### config.mk
export PLATFORM = sky130hd
export DESIGN_NAME = bounded_updown_counter
export DESIGN_NICKNAME = d
export VERILOG_FILES = /design/src/rtl/bounded_updown_counter.sv
export SDC_FILE = /design/constraint.sdc
export NUM_CORES = 1
export LEC_CHECK = 0
export ABC_AREA = 1
export ABC_CLOCK_PERIOD_IN_PS = 3780
export BUFFER_PORTS_ARGS = -buffer_cell sky130_fd_sc_hd__clkbuf_2
export CAP_MARGIN = 15
export CORE_UTILIZATION = 35
export CTS_CLUSTER_DIAMETER = 200
export DETAILED_ROUTE_END_ITERATION = 10
export GPL_TIMING_DRIVEN = 0
export PLACE_DENSITY = 0.58
export REMOVE_ABC_BUFFERS = 1
export SYNTH_ARGS = -nofsm -noshare
export SYNTH_HDL_FRONTEND = slang
export SYNTH_SLANG_ARGS = --single-unit
### constraint.sdc
create_clock -name clk -period 3.78 [get_ports clk]
set_input_delay 0 -clock clk [delete_from_list [all_inputs] [get_ports clk]]
set_output_delay 0 -clock clk [all_outputs]
set_load 0.02 [all_outputs]
### src/rtl/bounded_updown_counter.sv
// rtl/bounded_updown_counter.sv - bounded up/down counter with reject/saturate/wrap policy and sticky flags
module bounded_updown_counter #(
  parameter int WIDTH     = 8,
  parameter int MAX_COUNT = 255,
  parameter int MIN_COUNT = 0,
  parameter int EVT_W     = 4
) (
  input  logic             clk,
  input  logic             reset,
  input  logic             increment,
  input  logic             decrement,
  input  logic [WIDTH-1:0] amount,
  input  logic [1:0]       mode,
  input  logic             load,
  input  logic [WIDTH-1:0] load_value,
  input  logic             clear_flags,
  output logic [WIDTH-1:0] count,
  output logic             overflow,
  output logic             underflow,
  output logic [EVT_W-1:0] evt_count,
  output logic             at_max,
  output logic             at_min
);

  localparam int W1 = WIDTH + 1;
  localparam logic [W1-1:0]    MAX_X   = W1'(MAX_COUNT);
  localparam logic [W1-1:0]    MIN_X   = W1'(MIN_COUNT);
  localparam logic [W1-1:0]    RANGE_X = W1'(MAX_COUNT - MIN_COUNT + 1);
  localparam logic [WIDTH-1:0] MAX_C   = WIDTH'(MAX_COUNT);
  localparam logic [WIDTH-1:0] MIN_C   = WIDTH'(MIN_COUNT);
  localparam logic [EVT_W-1:0] EVT_SAT = '1;

  localparam logic [1:0] MODE_SAT  = 2'b01;
  localparam logic [1:0] MODE_WRAP = 2'b10;

  logic [W1-1:0]    sum;
  logic [W1-1:0]    diff;
  logic             wrap_ok;
  logic             do_inc;
  logic             do_dec;
  logic             over_evt;
  logic             under_evt;
  logic [WIDTH-1:0] next_count;

  always_comb begin
    sum        = {1'b0, count} + {1'b0, amount};
    diff       = {1'b0, count} - {1'b0, amount};
    wrap_ok    = {1'b0, amount} < RANGE_X;
    do_inc     = !load && increment && !decrement;
    do_dec     = !load && decrement && !increment;
    over_evt   = do_inc && (sum > MAX_X);
    under_evt  = do_dec && ($signed(diff) < $signed(MIN_X));
    next_count = count;

    // With amount < RANGE the modulo reduces to a single +/- RANGE correction.
    if (load) begin
      if (load_value < MIN_C)      next_count = MIN_C;
      else if (load_value > MAX_C) next_count = MAX_C;
      else                         next_count = load_value;
    end else if (do_inc) begin
      if (!over_evt)                            next_count = WIDTH'(sum);
      else if (mode == MODE_SAT)                next_count = MAX_C;
      else if (mode == MODE_WRAP && wrap_ok)    next_count = WIDTH'(sum - RANGE_X);
    end else if (do_dec) begin
      if (!under_evt)                           next_count = WIDTH'(diff);
      else if (mode == MODE_SAT)                next_count = MIN_C;
      else if (mode == MODE_WRAP && wrap_ok)    next_count = WIDTH'(diff + RANGE_X);
    end
  end

  always_ff @(posedge clk or posedge reset) begin
    if (reset) begin
      count     <= MIN_C;
      overflow  <= 1'b0;
      underflow <= 1'b0;
      evt_count <= '0;
    end else begin
      count <= next_count;

      if (over_evt) begin
        overflow  <= 1'b1;
        underflow <= 1'b0;
      end else if (under_evt) begin
        overflow  <= 1'b0;
        underflow <= 1'b1;
      end else if (load || do_inc || do_dec || clear_flags) begin
        overflow  <= 1'b0;
        underflow <= 1'b0;
      end

      // An event in the same cycle as clear_flags restarts the tally at one.
      if (over_evt || under_evt) begin
        if (clear_flags)               evt_count <= EVT_W'(1);
        else if (evt_count != EVT_SAT) evt_count <= evt_count + EVT_W'(1);
      end else if (clear_flags) begin
        evt_count <= '0;
      end
    end
  end

  assign at_max = (count == MAX_C);
  assign at_min = (count == MIN_C);

endmodule

Word level (Yosys, flattened, before mapping):

Index checks and enable logic that the tools add are counted.

* bitwise logic cells: 0
* shift-type cells: 0
* multipliers: 0
* $lt $le $gt $ge: 4
* mux-type cells: 20
* reduce and logical (&&, ||, !) cells: 20
* div/mod/pow operators: 0
* equality and inequality tests: 6
* add/subtract/negate cells: 5

Operators with widths (number)
* $mux 8: 11
* $mux 4: 4
* $ne 5x3->1 const B: 2
* $add 8x8->9: 1
* $gt 9x8->1 const B: 1
* $lt 9x1->1 const B: 1
* $sub 8x8->9: 1
* $add 8x1->8 const B: 1
* $eq 8x8->1 const B: 1
* $gt 8x8->1 const B: 1
* $logic_not 8->1: 1
* $lt 8x1->1 const B: 1
* $sub 8x1->8 const B: 1
* $logic_and 1x1->1: 6
* $reduce_bool 3->1: 2
* $mux 1: 5
* $add 4x1->4 const B: 1
* $logic_or 1x1->1: 4
* $ne 4x4->1 const B: 1
* $reduce_bool 2->1: 2
* $logic_not 1->1: 3
* $reduce_and 3->1: 1
* $eq 2x1->1 const B: 1
* $eq 2x2->1 const B: 1
* $reduce_and 2->1: 1

* register bits: 14
* word-level logic and storage cells: 59
* memory bits (writable): 0
* input bits: 24
* memory bits (read-only): 0
* latch bits: 0
* memories kept: 0

Longest topological paths before layout:

Gate-level depths: netlist of run 1.

* depth after elaboration: 9
* mapped depth: 16
* gate-level depth less buffers: 14

Worst setup path before layout of run 1:

No wires, ideal clock.

* path type: register to register
* from: reg count[0]
* to: reg count[1]
* cell stages (with the launch flop): 16
* path buffers: 1
* arrival time: 1967 ps
* setup slack: 1696 ps
* data required time: 3663 ps
* setup time: 117 ps
* cells stage by stage: dfrtp_1 inv_1 ha_1 inv_1 fa_1 nand3_1 nand2_1 nand2_1 nand3_2 nand2_4 nand2_4 nand2_4 buf_6 nor2_2 nand2_1 nand2_1

* word-level cells in the longest chain between the ends: 8
* elaborated cells on any way between the ends: 20

Ends and longest elaborated chain
* from (decl): RTL line 17 `output logic [WIDTH-1:0] count,`
* from (signal assigned): RTL line 78 `count <= next_count;`
* $sub 8x8->9: RTL line 47 `diff = {1'b0, count} - {1'b0, amount};`
* $add 8x1->8: RTL line 67 `else if (mode == MODE_WRAP && wrap_ok) next_count = WIDTH'(diff + RANGE_X);`
* $mux 8: RTL line 67
* $mux 8: RTL line 66 `else if (mode == MODE_SAT) next_count = MIN_C;`
* $mux 8: RTL line 65 `if (!under_evt) next_count = WIDTH'(diff);`
* $mux 8: RTL line 64 `end else if (do_dec) begin`
* $mux 8: RTL line 60 `end else if (do_inc) begin`
* $mux 8: RTL line 56 `if (load) begin`

Several ways; a longest one is shown, not always the timed one. The select of a mux whose other input is x is not followed.
A chain may end at the register's enable or synchronous reset.

Final worst setup path of run 1:

* from: reg count[0]
* to: reg count[3]

The elaborated chain is that of the path after synthesis.

==> results.toml, run 1 <==
[status]
status = "complete, no violations"

[power_and_ir_drop]
power_density_mw_per_mm2 = 473
pwr-share-comb_pct = 59.7
pwr-share-seq_pct = 25.1
leakage_nw = 1.19
ir_drop_mv = 0.240
internal-power_mw = 0.483
power_frac_clock_pct = 15.2
p_sw_share_pct = 50.6
p_sw_mw = 0.495
finalPower_mw = 0.978

[detailed_routing]
drtIter0Drc = 89
num_vias = 1846
dr.pass1.iters = 4
post_drt_wl_per_cell_um = 11.8
wirelength_mm = 4.62
ant_nets = 0
route.detailed.drc = 0
routed_via_density = 4.72

[synthesis]
synth_edf_count = 0
async_reset_ff_share_pct = 100
synth_top_family_by_area = "simple AND/OR/NAND/NOR gates"
netlist_area_mm2 = 0.00175
ys_warn_count = 0
synthSimpleGateAreaFrac_pct = 46.5
synth_cell_types = 29
netlist_instances = 284
synth-xor-area-share_pct = 1.50
synthMuxAreaShare_pct = 0
ys_seq_area_share_pct = 20.0
synthAdderAreaFrac_pct = 14.4
synth_ff_type = "dfrtp_1"
synth-seq-cells = 14
avgSynthCellArea_um2 = 6.17
synth-compound-area-share_pct = 7.00

[final_layout]
syn2layout_area_growth_pct = 17.8
num_antenna_cells = 0
nets = 368
post-route-cell-area_mm2 = 0.00207
final_common_cell = "nand2_1"
num-fill-cells = 546
finalCoreUtilization_pct = 43.2
drive_gt1_share_pct = 19.1
final_cell_mix = "nand2_1 (90), nor2_1 (41), clkbuf_2 (39)"

[timing]
fin_crit_sh_pct = 60.8
setup_tns_ns = 0
final.setup_skew_ns = 0.00245
setup_viol = 0
fin_crit_ns = 2.30
finalWorstSetupSlack_ns = 1.48
max_slew.worst_pin.slew_ns = 0.552
drv_slew = 0
slew_headroom_pct = 63.2
hold_violations = 0
fmax_ghz = 0.435
rsz0062_at_grt = "no"

[worst_hold_path]
hp-class = "in2reg"

[worst_setup_path]
cp.required_ns = 3.92
critPathLaunchType = "flip-flop"
crit_chain = "ha_1 > fa_1 > nand2_1 > nand2_1 > nand2_1 > nand2_1 > nand3_1 > nand2_1 > nor2_1 > nand2_1 > nand2_1 > nand2_1"
critPathMaxStageDelay_ns = 0.45
r2r-start = "count[0]"
rr_worst_depth = 12
critPathSlowestCell = "dfrtp_1"
crit_arrival_ns = 2.44
crit_start = "count[0]"
worstPathMaxFanout = 7
timing.reg2reg.setup_slack_ns = 1.48
crit_path_end_kind = "flip-flop"
cpMostUsedCell = "nand2_1"
worstSetupEndpoint = "count[3]"
crit_type = "reg2reg"
regToRegEndpoint = "count[3]"

[cts]
htreeDepth = 1
cts_resized = 0
insertion_delay_ns = 0.25
cts_root_buf = "clkbuf_8"
cts_inserted_buffers = 3
cts.path.max_buffers = 2
clock-sinks = 14
postCtsSetupRepairBufs = 0
holdBufCountCts = 1
cts_tree = "yes"
path_clk_slew_ns = 0.06

[floorplanning]
ios = 40
initial_core_util_pct = 36.6
die_y_um = 72.8
core_area_mm2 = 0.00479
die_w_um = 72.8
num_rows = 25
die_area_mm2 = 0.00530

[global_routing]
overflow = 0
grt_pass1_vias = 1668
antenna_found_initial = 0
grt_pass1_wl_mm = 7.84
grt_usage_pct = 19.1
grt_max_degree = 17

[place]
dp_hpwl_mm = 3.77
gp_congestion = 0.860
post_dp_cell_area_mm2 = 0.00200
io_buffer_count = 39
pre_cts_ws_ns = 1.52

[flow_run]
drv_cap = 0
state kept, by name, indices dropped and copies added (netlist names):
name	flops
overflow	1
evt_count	4
count	8
underflow	1
worst max-delay path: cells and delay by family (launching register included):
kind | cells | cell delay, ns
simple gates | 10 | 1.03
flops | 1 | 0.45
fa+ha+maj | 2 | 0.71
cells in the mapped netlist, types with 6 or more instances:
master    n  area, µm²
inv_1    38        143
a21oi_1   6       30.0
dfrtp_1  14        350
nor2_1   41        154
nand2_1  90        338
o21ai_0   7       35.0
nand4_1  10       62.6
nand3_1  23        115
ha_1     17        213
power by group through the flow:
stage                     clock network (mW)  registers, mW  logic (mW)
after floorplan                            0          0.265       0.402
after global placement                     0          0.246       0.579
after detailed placement                   0          0.248       0.583
after CTS                              0.153          0.245       0.588
after global routing                   0.157          0.252       0.672
final                                  0.149          0.245       0.584
layer usage:
layer  share of wire (%)  vias to the layer above  routed length [µm]  global-route usage, %
li1                    -                      976                   -                      -
met1                  48                      821                2210                   27.7
met2                  45                       45                2080                   29.9
met3                 6.6                        4                 304                   2.90
met4                0.61                        0                  28                   3.70
met5                   0                        -                   0                      0
through the flow:
stage | std cells | hold WS [ns]
after floorplan | 280 | -0.111
after detailed placement | 386 | 0.0595
after global routing | 391 | 0.0580
after CTS | 391 | 0.0329
final | 391 | 0.0271
after global placement | 386 | 0.0571
kinds of logic (layout without fill, tap and decap cells):
| group | after synthesis | count (layout) |
|---|---|---|
| xor+xnor | 3 | 3 |
| flops | 14 | 14 |
| buf+inv | 45 | 85 |
| simple gates | 183 | 183 |
| fa+ha+maj | 19 | 19 |
| compound gates | 20 | 20 |
worst min-delay path by stage:
stage	start	cells after the start	endpoint
2_1_floorplan	reset	1	count[0]
3_3_place_gp	reset	2	evt_count[1]
3_5_place_dp	reset	2	evt_count[0]
4_1_cts	clear_flags	3	evt_count[0]
5_1_grt	clear_flags	3	evt_count[0]
6_report	clear_flags	3	evt_count[0]
final cells by class:
type	count	area (µm²)	share of cell area, %
multi-input cells	225	1220	58.9
inverters	41	154	7.45
repair buffers	40	205	9.93
flip-flops and latches	14	350	17.0
clock buffers	4	55.1	2.67
well taps	67	83.8	4.06
Power figures use the tool's default switching activity.
==> run 2: changes to the inputs <==
- ABC_CLOCK_PERIOD_IN_PS: 3780 -> 2130
- clock period: 3.78 -> 2.13 ns (I/O delays scaled with it)
==> run 2 against run 1 <==
Sequential share of layout area shrank 1.1 points. Critical path depth unchanged. Utilization rose by 3.9 points. Fmax rose by 11%. Non-clock buffer count increased by 7. Via count is 3.8% higher. Power grew 94%. Flip-flop and latch count is the same. Clock power is 79% higher. First-iteration DRC count rose by 44%. Cell count rose by 2.0%. Largest cell class unchanged. Highest routed layer unchanged.
==> results.toml, run 2 (synthesis gave the netlist of run 1 again) <==
[power_and_ir_drop]
finalPower_mw = 1.89
leakage_nw = 1.22
power_density_mw_per_mm2 = 841
ir_drop_mv = 0.434

[final_layout]
final_cell_mix = "nand2_1 (86), clkbuf_2 (39), nor2_1 (38)"
top_register = "count"
final_common_cell = "nand2_1"
multi_input_comb_area_mm2 = 0.00134
finalNonFillerCells = 399
drive_gt1_share_pct = 29.5
largestRegisters = "count: 8 flops, evt_count: 4 flops"
num_antenna_cells = 0
largest_reg_flops = 8
finalCoreUtilization_pct = 47.1
nets = 376
regArea_um2 = 358
num-fill-cells = 536
syn2layout_area_growth_pct = 28.5
post-route-cell-area_mm2 = 0.00225

[worst_setup_path]
worstPathMaxFanout = 5
crit_type = "reg2reg"
crit_path_end_kind = "flip-flop"
regToRegEndpoint = "count[3]"
cp.required_ns = 2.28
crit_arrival_ns = 2.23
crit_start = "count[0]"
critPathLaunchType = "flip-flop"
r2r-start = "count[0]"
timing.reg2reg.setup_slack_ns = 0.05
rr_worst_depth = 12

[floorplanning]
die_y_um = 72.8
die_area_mm2 = 0.00530
initial_core_util_pct = 36.6
num_rows = 25
die_w_um = 72.8
core_area_mm2 = 0.00479
ios = 40

[timing]
finalWorstSetupSlack_ns = 0.0503
setup_viol = 0
hold_violations = 0
final.setup_skew_ns = 0.00135
timing.hold.ws_ns = 0.0270
drv_slew = 0
max_slew.worst_pin.slew_ns = 0.563
fin_crit_ns = 2.08
slew_headroom_pct = 62.4
fmax_ghz = 0.481
rsz0062_at_grt = "yes"
fin_crit_sh_pct = 97.6
setup_tns_ns = 0

[global_routing]
antenna_found_initial = 0
grt_usage_pct = 19.1
grt_pass1_vias = 1678
grt_pass1_wl_mm = 7.87
grt_max_degree = 17
overflow = 0

[place]
placedCellCount = 386
io_buffer_count = 39
post_dp_cell_area_mm2 = 0.00200
gp_congestion = 0.860
dp_hpwl_mm = 3.77
pre_cts_ws_ns = -0.131

[worst_hold_path]
hold_path.startpoint = "clear_flags"
hp-class = "in2reg"
whs_endpoint = "evt_count[0]"
hold_depth = 3

[detailed_routing]
num_vias = 1917
drtIter0Drc = 128
route.detailed.drc = 0
ant_nets = 0
post_drt_wl_per_cell_um = 12.6
dr.pass1.iters = 4
routed_via_density = 4.80
wirelength_mm = 5.01

[cts]
cts_root_buf = "clkbuf_8"
path_clk_slew_ns = 0.06
htreeDepth = 1
cts.path.max_buffers = 2
insertion_delay_ns = 0.25
cts_tree = "yes"
clock-sinks = 14
cts_inserted_buffers = 3

[flow_run]
drv_cap = 0

[status]
status = "complete, no violations"
==> run 2: cell count changes in the layout (fill, tap and decap cells not counted), moves of 3 or more <==
cell / before / now
ha_1: 17 / 9
buf_4: 0 / 7
dfrtp_1: 14 / 8
dfrtp_2: 0 / 6
ha_2: 0 / 5
nand2_1: 90 / 86
ha_4: 0 / 3
nand2_2: 3 / 6
nor2_1: 41 / 38
==> run 2: per-layer routing <==
metal / up-vias / part of all wire [%] / global-route usage (%)
li1: 994 / - / -
met1: 872 / 49 / 27.4
met2: 45 / 46 / 30.3
met3: 6 / 4.3 / 3.04
met4: 0 / 0.88 / 3.70
met5: - / 0 / 0
==> run 2: area by class of cell <==
cell class | instances | share of cell area (%)
repair buffers | 47 | 11.4
clock buffers | 4 | 2.44
multi-input cells | 226 | 59.6
inverters | 41 | 6.94
well taps | 67 | 3.72
flip-flops and latches | 14 | 15.9
==> run 2: worst max path at each step <==
stage / end / slack, ns / depth (start not counted)
finish: count[3] / 0.05 / 12
global route: count[3] / -0.04 / 12
CTS: count[1] / 0.001 / 14
detailed placement: count[3] / -0.13 / 12
global placement: count[3] / -0.14 / 12
floorplan: count[7] / 0.10 / 14
==> run 2: worst max-delay path: stages, from the launching register on <==
cell and delay, ns:
dfrtp_2 0.45, inv_2 0.08, ha_4 0.13, inv_4 0.03, fa_2 0.41, nand3_2 0.10, nand2_2 0.06, nand2_2 0.10
nand4_1 0.25, nand4_1 0.19, nand2_1 0.08, nand2_1 0.07, nand2_1 0.04
==> run 2: repair_timing <==
action / in CTS / in global routing
setup endpoints to repair: 12 / 12
pin swaps: 0 / 13
endpoints found under the hold margin: 14 / 0
gates resized for setup: 7 / 29
setup buffers: 0 / 7
gates cloned: 0 / 1
hold buffers: 1 / 0
==> run 2: power breakdown <==
part / internal, mW / switching (mW) / leakage, nW / total, mW
Clock: 0.164 / 0.102 / 0.0288 / 0.266
Sequential: 0.328 / 0.121 / 0.171 / 0.450
Combinational: 0.458 / 0.721 / 1.02 / 1.18
==> run 3: changes to the inputs <==
==> constraint.sdc (replaced) <==
create_clock -name clk -period 2.13 [get_ports clk]
set_input_delay 0.213 -clock clk [delete_from_list [all_inputs] [get_ports clk]]
set_output_delay 0.213 -clock clk [all_outputs]
set_load 0.02 [all_outputs]
==> run 3 against run 2 <==
The flow now finishes with violations (hold timing). Worst setup slack worse by 0.0011 ns. First-iteration DRC count fell by 7.8%. Die area unchanged. Clock power about the same. Count of clock-buffer cells in the layout did not move. Critical endpoint unchanged. Fmax hardly changed. Register-to-register slack hardly changed.
==> results.toml, run 3 (synthesis gave the netlist of run 1 again) <==
[final_layout]
multi_input_comb_area_mm2 = 0.00134
nets = 375
drive_gt1_share_pct = 29.6
finalCoreUtilization_pct = 46.8
top_register = "count"
final_common_cell = "nand2_1"
num-fill-cells = 537
regArea_um2 = 358
syn2layout_area_growth_pct = 27.9
final_cell_mix = "nand2_1 (86), clkbuf_2 (39), nor2_1 (38)"
num_antenna_cells = 0
largestRegisters = "count: 8 flops, evt_count: 4 flops"
largest_reg_flops = 8

[status]
violations = "hold timing"
status = "complete, but fails checks"

[detailed_routing]
wl_met3_um = 191
ant_nets = 0
top_layer = "met4"
dr.pass1.iters = 4
wirelength_mm = 5.00
met2_length_mm = 2.31
drtIter0Drc = 118
post_drt_wl_per_cell_um = 12.6
m1WireLength_mm = 2.45
num_vias = 1913
route.detailed.drc = 0
routed_via_density = 4.81

[worst_setup_path]
crit_type = "reg2reg"
worstPathMaxFanout = 5
cp.required_ns = 2.28
critPathLaunchType = "flip-flop"
crit_arrival_ns = 2.23
crit_path_end_kind = "flip-flop"

[place]
pre_cts_ws_ns = -0.131
io_buffer_count = 39
gp_congestion = 0.860
dp_hpwl_mm = 3.77

[power_and_ir_drop]
power_density_mw_per_mm2 = 844
leakage_nw = 1.21
ir_drop_mv = 0.436
finalPower_mw = 1.89

[timing]
final.setup_skew_ns = 0.00182
setup_viol = 0
timing.hold.ws_ns = -0.0128
drv_slew = 0
hold_violations = 14
fin_crit_ns = 2.08
rsz0062_at_grt = "yes"
fmax_ghz = 0.481
max_slew.worst_pin.slew_ns = 0.565
finalWorstSetupSlack_ns = 0.0492
fin_crit_sh_pct = 97.7
slew_headroom_pct = 62.3

[cts]
htreeDepth = 1
cts.path.max_buffers = 2
cts_tree = "yes"
path_clk_slew_ns = 0.06
cts_inserted_buffers = 3
insertion_delay_ns = 0.25
clock-sinks = 14
cts_root_buf = "clkbuf_8"

[floorplanning]
die_w_um = 72.8
initial_core_util_pct = 36.6
die_area_mm2 = 0.00530
die_y_um = 72.8
ios = 40
core_area_mm2 = 0.00479
num_rows = 25

[global_routing]
grt_pass1_wl_mm = 7.87
antenna_found_initial = 0
overflow = 0
grt_pass1_vias = 1678
grt_max_degree = 17
grt_usage_pct = 19.1

[flow_run]
drv_cap = 0

[worst_hold_path]
hp-class = "in2async"
run 3: cell type report:
| class | instances | area share, % |
|---|---|---|
| clock buffers | 4 | 2.46 |
| flip-flops and latches | 14 | 16.0 |
| inverters | 41 | 6.98 |
| repair buffers | 46 | 11.0 |
| well taps | 67 | 3.74 |
| multi-input cells | 226 | 59.8 |
run 3: final timing paths:
| path | to | slack [ns] | start | depth (start not counted) |
|---|---|---|---|---|
| worst min-delay path | evt_count[1] | -0.01 | reset | 2 |
| worst max-delay path | count[3] | 0.05 | count[0] | 12 |
| max in group asynchronous | count[6] | 1.74 | reset | 2 |
| worst max register to register | count[3] | 0.05 | count[0] | 12 |
| worst min register to register | underflow | 0.54 | underflow | 2 |
| min in group clk | evt_count[0] | 0.24 | clear_flags | 3 |
run 3: per-layer routing:
metal	global-route usage, %	vias up
li1	-	991
met1	27.4	875
met2	30.3	41
met3	3.04	6
met4	3.70	0
met5	0	-
run 3: per-stage QoR:
stage / instance area, µm² / setup TNS [ns] / hold WS [ns] / std cells
2_1_floorplan: 1720 / 0 / 0.102 / 280
3_5_place_dp: 2000 / -0.864 / 0.273 / 386
5_1_grt: 2240 / -0.174 / 0.0417 / 398
3_3_place_gp: 2000 / -0.793 / 0.270 / 386
6_report: 2240 / 0 / -0.0128 / 398
4_1_cts: 2080 / 0 / 0.0129 / 390
run 3: repair_timing:
action / in CTS / in global routing
endpoints found under the setup margin: 12 / 12
gates resized for setup: 7 / 29
gates cloned: 0 / 1
setup buffers: 0 / 7
pin swaps: 0 / 13
hold buffers: 0 / 0
run 3: critical path, stage by stage (launching register included):
cell	delay, ns
dfrtp_2	0.45
inv_2	0.08
ha_4	0.13
inv_4	0.03
fa_2	0.41
nand3_2	0.10
nand2_2	0.06
nand2_2	0.10
nand4_1	0.25
nand4_1	0.19
nand2_1	0.08
nand2_1	0.07
nand2_1	0.04
run 3: power breakdown:
group	switching [mW]	internal, mW
logic	0.721	0.457
registers	0.120	0.328
clock network	0.103	0.164
total	0.944	0.949
